[config.mk]
export PLATFORM = sky130hd
export DESIGN_NAME = lcd_write_engine
export DESIGN_NICKNAME = d
export VERILOG_FILES = /design/src/rtl/lcd_write_engine.sv
export SDC_FILE = /design/constraint.sdc
export NUM_CORES = 1
export LEC_CHECK = 0
export CORE_UTILIZATION = 45
export CTS_BUF_LIST = sky130_fd_sc_hd__clkbuf_8
export CTS_CLUSTER_DIAMETER = 80
export CTS_CLUSTER_SIZE = 8
export DETAILED_ROUTE_END_ITERATION = 10
export HOLD_SLACK_MARGIN = 0.15
export PLACE_DENSITY = 0.73
export REMOVE_ABC_BUFFERS = 1
export SLEW_MARGIN = 15
export SYNTH_ARGS = -nofsm -noshare
export SYNTH_HDL_FRONTEND = slang
export SYNTH_SLANG_ARGS = --single-unit
[constraint.sdc]
create_clock -name iCLK -period 1.9 [get_ports iCLK]
set_clock_uncertainty 0.1 [all_clocks]
set_input_delay 0.38 -clock iCLK [delete_from_list [all_inputs] [get_ports iCLK]]
set_output_delay 0.38 -clock iCLK [all_outputs]
set_load 0.01 [all_outputs]
[src/rtl/lcd_write_engine.sv]
// HD44780-style LCD write strobe generator: latches one byte, then sequences
// setup, enable pulse and hold timing, and handshakes completion with the host.
module lcd_write_engine #(
  parameter int unsigned T_SETUP = 2,
  parameter int unsigned T_PW    = 12,
  parameter int unsigned T_HOLD  = 2
) (
  input  logic       iCLK,
  input  logic       iRST,
  input  logic [7:0] iDATA,
  input  logic       iRS,
  input  logic       iSTART,
  output logic       oDONE,
  output logic       oBUSY,
  output logic [7:0] LCD_DATA,
  output logic       LCD_RS,
  output logic       LCD_RW,
  output logic       LCD_EN
);

  localparam int unsigned CNT_W = 8;
  localparam logic [CNT_W-1:0] SETUP_LAST = CNT_W'(T_SETUP - 1);
  localparam logic [CNT_W-1:0] PW_LAST    = CNT_W'(T_PW - 1);
  localparam logic [CNT_W-1:0] HOLD_LAST  = CNT_W'(T_HOLD - 1);

  typedef enum logic [2:0] {
    S_IDLE,
    S_SETUP,
    S_PULSE,
    S_HOLD,
    S_DONE
  } state_t;

  state_t           state_q, state_d;
  logic [CNT_W-1:0] cnt_q, cnt_d;
  logic             en_q, en_d;
  logic [7:0]       data_q, data_d;
  logic             rs_q, rs_d;
  logic             done_q, done_d;
  logic             busy_q, busy_d;

  // State and registered outputs
  always_ff @(posedge iCLK) begin
    if (iRST) begin
      state_q <= S_IDLE;
      cnt_q   <= '0;
      en_q    <= 1'b0;
      data_q  <= 8'h00;
      rs_q    <= 1'b0;
      done_q  <= 1'b0;
      busy_q  <= 1'b0;
    end else begin
      state_q <= state_d;
      cnt_q   <= cnt_d;
      en_q    <= en_d;
      data_q  <= data_d;
      rs_q    <= rs_d;
      done_q  <= done_d;
      busy_q  <= busy_d;
    end
  end

  // Next state; each phase ends when the counter reaches its last cycle
  always_comb begin
    state_d = state_q;
    cnt_d   = cnt_q + CNT_W'(1);
    en_d    = en_q;
    data_d  = data_q;
    rs_d    = rs_q;
    done_d  = done_q;
    unique case (state_q)
      S_IDLE: begin
        cnt_d = '0;
        if (iSTART) begin
          state_d = S_SETUP;
          data_d  = iDATA;
          rs_d    = iRS;
        end
      end
      S_SETUP: begin
        if (cnt_q == SETUP_LAST) begin
          state_d = S_PULSE;
          cnt_d   = '0;
          en_d    = 1'b1;
        end
      end
      S_PULSE: begin
        if (cnt_q == PW_LAST) begin
          state_d = S_HOLD;
          cnt_d   = '0;
          en_d    = 1'b0;
        end
      end
      S_HOLD: begin
        if (cnt_q == HOLD_LAST) begin
          state_d = S_DONE;
          cnt_d   = '0;
          done_d  = 1'b1;
        end
      end
      S_DONE: begin
        cnt_d = '0;
        // Wait for the host to drop its request so a held iSTART cannot re-fire
        if (!iSTART) begin
          state_d = S_IDLE;
          done_d  = 1'b0;
        end
      end
      default: begin
        state_d = S_IDLE;
        cnt_d   = '0;
        en_d    = 1'b0;
        done_d  = 1'b0;
      end
    endcase
    busy_d = (state_d != S_IDLE);
  end

  assign oDONE    = done_q;
  assign oBUSY    = busy_q;
  assign LCD_DATA = data_q;
  assign LCD_RS   = rs_q;
  assign LCD_EN   = en_q;
  assign LCD_RW   = 1'b0;

endmodule

==> results of run 1 <==
## power by group
| part | leakage, uW | internal, uW | total (uW) | switching, uW |
|---|---|---|---|---|
| registers | 0.000187 | 503 | 514 | 11.1 |
| logic | 0.000273 | 83.4 | 153 | 70.0 |
| clock network | 0.0000255 | 146 | 289 | 143 |
| total | 0.000486 | 732 | 956 | 224 |
## critical path, stage by stage (launching register included)
cell	delay, ns
dfxtp_1	0.32
or4_4	0.55
o311ai_0	0.46
o2111ai_1	0.20
## layer usage
layer	GRT usage [%]	up-vias	share of wire [%]
met5	0	-	0
met4	8.57	0	0.66
met3	1.82	2	4.7
met2	32.7	22	49
met1	23.7	440	45
li1	-	492	-
## path summary, 6_finish.rpt
kind,end,cells past startpoint,start
setup / recovery,oBUSY$_SDFF_PP0_,3,cnt_q[4]$_SDFF_PP0_
hold / removal,LCD_RS$_SDFFE_PP0P_,2,LCD_RS$_SDFFE_PP0P_
setup reg to reg,oBUSY$_SDFF_PP0_,3,cnt_q[4]$_SDFF_PP0_
hold reg to reg,LCD_RS$_SDFFE_PP0P_,2,LCD_RS$_SDFFE_PP0P_
## metrics by stage
step / power [uW] / TNS (ns) / area [sq um] / hold WS (ns) / setup slack, ns
after floorplan: 591 / 0 / 1010 / 0.349 / 0.247
after global placement: 675 / -0.428 / 1330 / 0.344 / -0.0555
after detailed placement: 680 / -0.739 / 1330 / 0.352 / -0.0907
after CTS: 973 / 0 / 1380 / 0.363 / 0.105
after global routing: 1010 / 0 / 1380 / 0.391 / 0.0204
final: 956 / 0 / 1380 / 0.359 / 0.119
## flip-flops by register name (all words and copies together), names as in the netlist
name      count
LCD_DATA      8
oDONE         1
LCD_EN        1
LCD_RS        1
oBUSY         1
state_q       3
cnt_q         8
## final cells by class
cell class	count	area, sq um	share of cell area (%)
multi-input combinational	88	537	38.9
sequential	23	460	33.4
timing repair buffer	31	290	21.0
clock buffer	3	41.3	2.99
tap	28	35.0	2.54
inverter	3	11.3	0.816
clock inverter	1	5.00	0.363
## cells by family (layout without fill, tap and decap cells)
logic type | count (synthesis) | count (layout) | share of synthesized area (%)
AO/OA/AOI/OAI | 34 | 34 | 20.5
XOR/XNOR | 3 | 3 | 2.52
adder cells (fa/ha/maj) | 2 | 2 | 2.40
buffers and inverters | 11 | 38 | 4.44
flip-flops | 23 | 23 | 44.1
other | 1 | 1 | 0.359
AND/OR/NAND/NOR | 48 | 48 | 25.7
## layout by cell type (no fill, tap or decap), types with 2 or more instances in the layout
cell type / count
clkbuf_8: 3
ha_1: 2
nand2_1: 22
clkdlybuf4s50_1: 23
and3b_1: 2
inv_1: 3
o21ai_0: 4
or4_1: 2
nand3_1: 3
nand2b_1: 2
nand4_1: 2
or3_1: 2
nor2_1: 3
o211ai_1: 2
a21oi_1: 14
dfxtp_1: 23
a211oi_1: 4
o31ai_1: 2
xor2_1: 2
buf_4: 8
==> results.md, run 1 <==
* Die area at 0.00252 sq mm
* Max-cap violation count at 0
* Top Ports at 25
* Static Leak at 0.000486 uW
* WS Path Type: reg -> reg
* Largest area contributor in the netlist: dfxtp_1
* Share of the synthesized area in the top cell type at 44.1%
* H-tree lvl count at 1
* Most frequent cell after synthesis: dfxtp_1
* Tcrit/Tclk final at 93.7%
* Via count at 956
* Num rows at 17
* Final net count at 164
* Final Hold Viols at 0
* Largest net degree at the start of global routing at 14
* Power per Cell Area at 693 mW/mm^2
* Slew headroom at 62.2%
* Mean Syn Cell Area at 8.55 sq um
* Worst skew pair latency at 0.25 ns
* # setup viols final at 0
* DRT Pass-1 Iters at 4
* Setup bufs post-CTS at 0
* DRC viols at 0
* Cell area after synthesis at 0.00104 sq mm
* DRT antenna net count at 0
* F_max at 562 MHz
* Post-synth EDFFs at 0
* CTS tree: built
* Clk sinks at 23
* Hold buffers post-CTS at 0
* Seq cells post-synth at 23
* Die width at 50.2 microns
* Worst path required time at 1.90 ns
* Finished Core Util at 63.0%
* Worst EP arrival at 1.78 ns
* Clk root buf: clkbuf_8
* Ratio of cells with drive above 1 in the final layout at 10.1%
* Vias in the first global route at 874
* Layout area overhead at 32.3%
* First-pass GRT wire length at 3690 microns
* Commonest cells post-synth: dfxtp_1 (23), nand2_1 (22), a21oi_1 (14)
* Commonest register cell after synthesis: dfxtp_1
* Worst hold path type: reg -> reg
* Critical Path Source Type: flop
* GRT Residual Overflow at 0
* Period minus WS final at 1.78 ns
* Core Region at 0.00219 sq mm
* Gr usage total at 19.0%
* Placer congestion estimate at 0.793
* Gate count of the mapped netlist at 122
* Cts bufs inserted at 3
* Initial antenna violation count at 0
* Outcome: completed
* I/O Buffers at 23
* Synth warnings at 0
* DRT iter0 DRCs at 12
* Routed vias/inst at 5.40
* Mean routed wirelength per cell at 12.1 microns
* Crit path max fanout at 4
* Post-synth cell types at 40
* Number of diodes at 0
* Peak supply drop at 0.492 mV
* RSZ-0062 raised after global routing: false
* Initial core utilization at 47.6%
* Final Max Tran Viols at 0
* Setup slack, reg-to-reg at 0.12 ns
* Main area contributors after synthesis: dfxtp_1 (44%), nand2_1 (7.9%), a21oi_1 (6.7%)
* Placed cells at 173
* Worst-Margin Slew at 0.564 ns
* Final wirelength at 2140 microns
* Asr flop ratio synth at 0%
* Seq/Total Area, Yosys at 44.1%
* Clk buf depth at 2
* Reg clk slew, reported paths at 0.08 ns
* Layout Cells excl Fill at 177
* Post-cts gate resize count at 0
* Fill cells at 188
* Die H at 50.2 microns
* Detailed-placement wirelength estimate at 1660 microns
* CP endpoint kind: flop
No activity file was read; power rests on OpenSTA's default activity.
==> run 2: changes to the inputs <==
--- a/config.mk
+++ b/config.mk
@@ -12,8 +12,10 @@
 export DETAILED_ROUTE_END_ITERATION = 10
 export HOLD_SLACK_MARGIN = 0.15
 export PLACE_DENSITY = 0.73
+export RECOVER_POWER = 25
 export REMOVE_ABC_BUFFERS = 1
 export SLEW_MARGIN = 15
 export SYNTH_ARGS = -nofsm -noshare
 export SYNTH_HDL_FRONTEND = slang
 export SYNTH_SLANG_ARGS = --single-unit
+export TNS_END_PERCENT = 20
==> run 2 against run 1 <==
Against the previous run: global-route usage did not move; combinational power about the same; highest routed layer unchanged; core utilization stayed put; sequential share of layout area did not move; register-to-register slack hardly changed; die area unchanged; clock-buffer cell count is the same; worst hold slack hardly changed; power is essentially flat; final cell count is the same.
==> results.md, run 2 (synthesis gave the netlist of run 1 again) <==
* Clk sinks at 23
* Initial antenna violation count at 0
* Die area at 0.00252 sq mm
* Area after DPL at 0.00133 sq mm
* DRT antenna net count at 0
* Ratio of cells with drive above 1 in the final layout at 10.1%
* CTS tree: built
* GRT Residual Overflow at 0
* Number of diodes at 0
* Hold Path Sink: LCD_RS$_SDFFE_PP0P_
* Placed cells at 173
* CP endpoint kind: flop
* Crit path max fanout at 9
* First-pass GRT wire length at 3690 microns
* Cts bufs inserted at 3
* Initial core utilization at 47.6%
* Vias in the first global route at 874
* GR peak layer: met2
* Final net count at 164
* # setup viols final at 0
* Slew headroom at 62.2%
* Peak supply drop at 0.492 mV
* RSZ-0062 raised after global routing: false
* Sum Neg Setup Slack at 0 ns
* Top Ports at 25
* Mean routed wirelength per cell at 12.0 microns
* Final Max Tran Viols at 0
* Fill cells at 188
* Worst-Margin Slew at 0.564 ns
* Routed vias/inst at 5.39
* DRT Pass-1 Iters at 4
* WS Path Type: in -> reg
* Layout Cells excl Fill at 177
* Sw Pwr at 224 uW
* Hold buffers post-CTS at 0
* Met1 Resource Use GR at 23.7%
* Internal power at 731 uW
* Final wirelength at 2130 microns
* Num rows at 17
* H-tree lvl count at 1
* Power per Cell Area at 693 mW/mm^2
* I/O Buffers at 23
* Crit path cell chain: dlygate4sd3_1, or4b_2, nand2_1, a21oi_1
* Die width at 50.2 microns
* R2R cell count at 3
* Gr usage total at 19.0%
* Static Leak at 0.000486 uW
* Period minus WS final at 1.81 ns
* Finished Core Util at 63.0%
* Sw Share at 23.5%
* Met3 Track Usage GR at 1.82%
* Worst skew pair latency at 0.25 ns
* DRC viols at 0
* Setup slack, reg-to-reg at 0.12 ns
* Reg2Reg Launch Point: cnt_q[4]$_SDFF_PP0_
* Reg clk slew, reported paths at 0.08 ns
* Clk root buf: clkbuf_8
* Hold slack at 0.359 ns
* Die H at 50.2 microns
* Largest net degree at the start of global routing at 14
* Hold_sp: LCD_RS$_SDFFE_PP0P_
* F_max at 553 MHz
* Post-cts gate resize count at 0
* Detailed-placement wirelength estimate at 1660 microns
* Worst hold stages at 2
* Most common cell after layout, fill and taps aside: dfxtp_1
* Via count at 954
* Core Region at 0.00219 sq mm
* Crit-path slowest cell: or4b_2
* Finished Cell Area at 0.00138 sq mm
* Tcrit/Tclk final at 95.1%
* Part of the power in combinational logic at 15.9%
* DRT iter0 DRCs at 12
* Worst hold path type: reg -> reg
* Placer congestion estimate at 0.793
* CP bufs+invs at 1
* Outcome: completed
* Met2 Use GR at 32.7%
* Worst path required time at 1.95 ns
* Final Hold Viols at 0
* Commonest non-fill, non-tap cells in the layout: dfxtp_1 (23), nand2_1 (22), clkdlybuf4s50_1 (21), a21oi_1 (14), buf_4 (7)
* Top Family by Delay on Critical Path: simple AND/OR/NAND/NOR gates
* Sequential share of power at 53.8%
* Worst R2R End: oBUSY$_SDFF_PP0_
* Clk buf depth at 2
* Layout area overhead at 32.3%
* Worst path max stage delay at 0.73 ns
* Worst EP arrival at 1.85 ns
* Clk network pwr share at 30.3%
* Max-cap violation count at 0
* Setup bufs post-CTS at 0
* Critical Path Source Type: primary input
==> run 2: cell count changes in the layout (fill, tap and decap cells not counted), sizes merged <==
| cell | previous run | this run |
|---|---|---|
| clkbuf | 3 | 4 |
| buf | 8 | 7 |
| clkdlybuf4s50 | 23 | 21 |
| dlygate4sd3 | 0 | 2 |
==> run 2: stage by stage <==
| step | total power, uW | setup slack, ns |
|---|---|---|
| final | 956 | 0.0930 |
| after global routing | 1010 | 0.0204 |
| after CTS | 973 | 0.105 |
| after detailed placement | 680 | -0.0907 |
| after global placement | 675 | -0.0555 |
| after floorplan | 591 | 0.247 |
==> run 2: power groups by stage <==
| stage | clock network, uW | logic [uW] | registers [uW] |
|---|---|---|---|
| after CTS | 303 | 155 | 515 |
| after global routing | 328 | 166 | 517 |
| after floorplan | 0 | 54.0 | 537 |
| after detailed placement | 0 | 154 | 526 |
| after global placement | 0 | 150 | 525 |
| final | 289 | 152 | 514 |
==> run 2: worst register-to-register path, cell delays in order, from the launching register on <==
cell and delay (ns):
dfxtp_1 0.32, or4_4 0.55, o311ai_0 0.46, o2111ai_1 0.20
==> run 2: final cells by class <==
type                    instances  area, sq um  share of cell area [%]
repair buffers                 31          290                    21.0
well taps                      28         35.0                    2.54
multi-input cells              88          537                    38.9
flip-flops and latches         23          460                    33.4
clock buffers                   3         41.3                    2.99
clock inverters                 1         5.00                   0.363
inverters                       3         11.3                   0.816
==> run 2: how the worst max path moves through the flow <==
stage                                    from                  endpoint  slack (ns)  cells past startpoint
after floorplan           cnt_q[4]$_SDFF_PP0_          oBUSY$_SDFF_PP0_        0.25                      3
after global placement                 iSTART  LCD_DATA[6]$_SDFFE_PP0P_       -0.06                      4
after detailed placement               iSTART  LCD_DATA[3]$_SDFFE_PP0P_       -0.09                      4
after CTS                 cnt_q[4]$_SDFF_PP0_          oBUSY$_SDFF_PP0_        0.11                      3
after global routing      cnt_q[4]$_SDFF_PP0_          oBUSY$_SDFF_PP0_        0.02                      3
final                                  iSTART  LCD_DATA[3]$_SDFFE_PP0P_        0.09                      4
==> run 2: per-layer routing <==
layer	vias up	routed length (microns)
met1	438	961
met2	22	1050
met4	0	14
met5	-	0
li1	492	-
met3	2	100
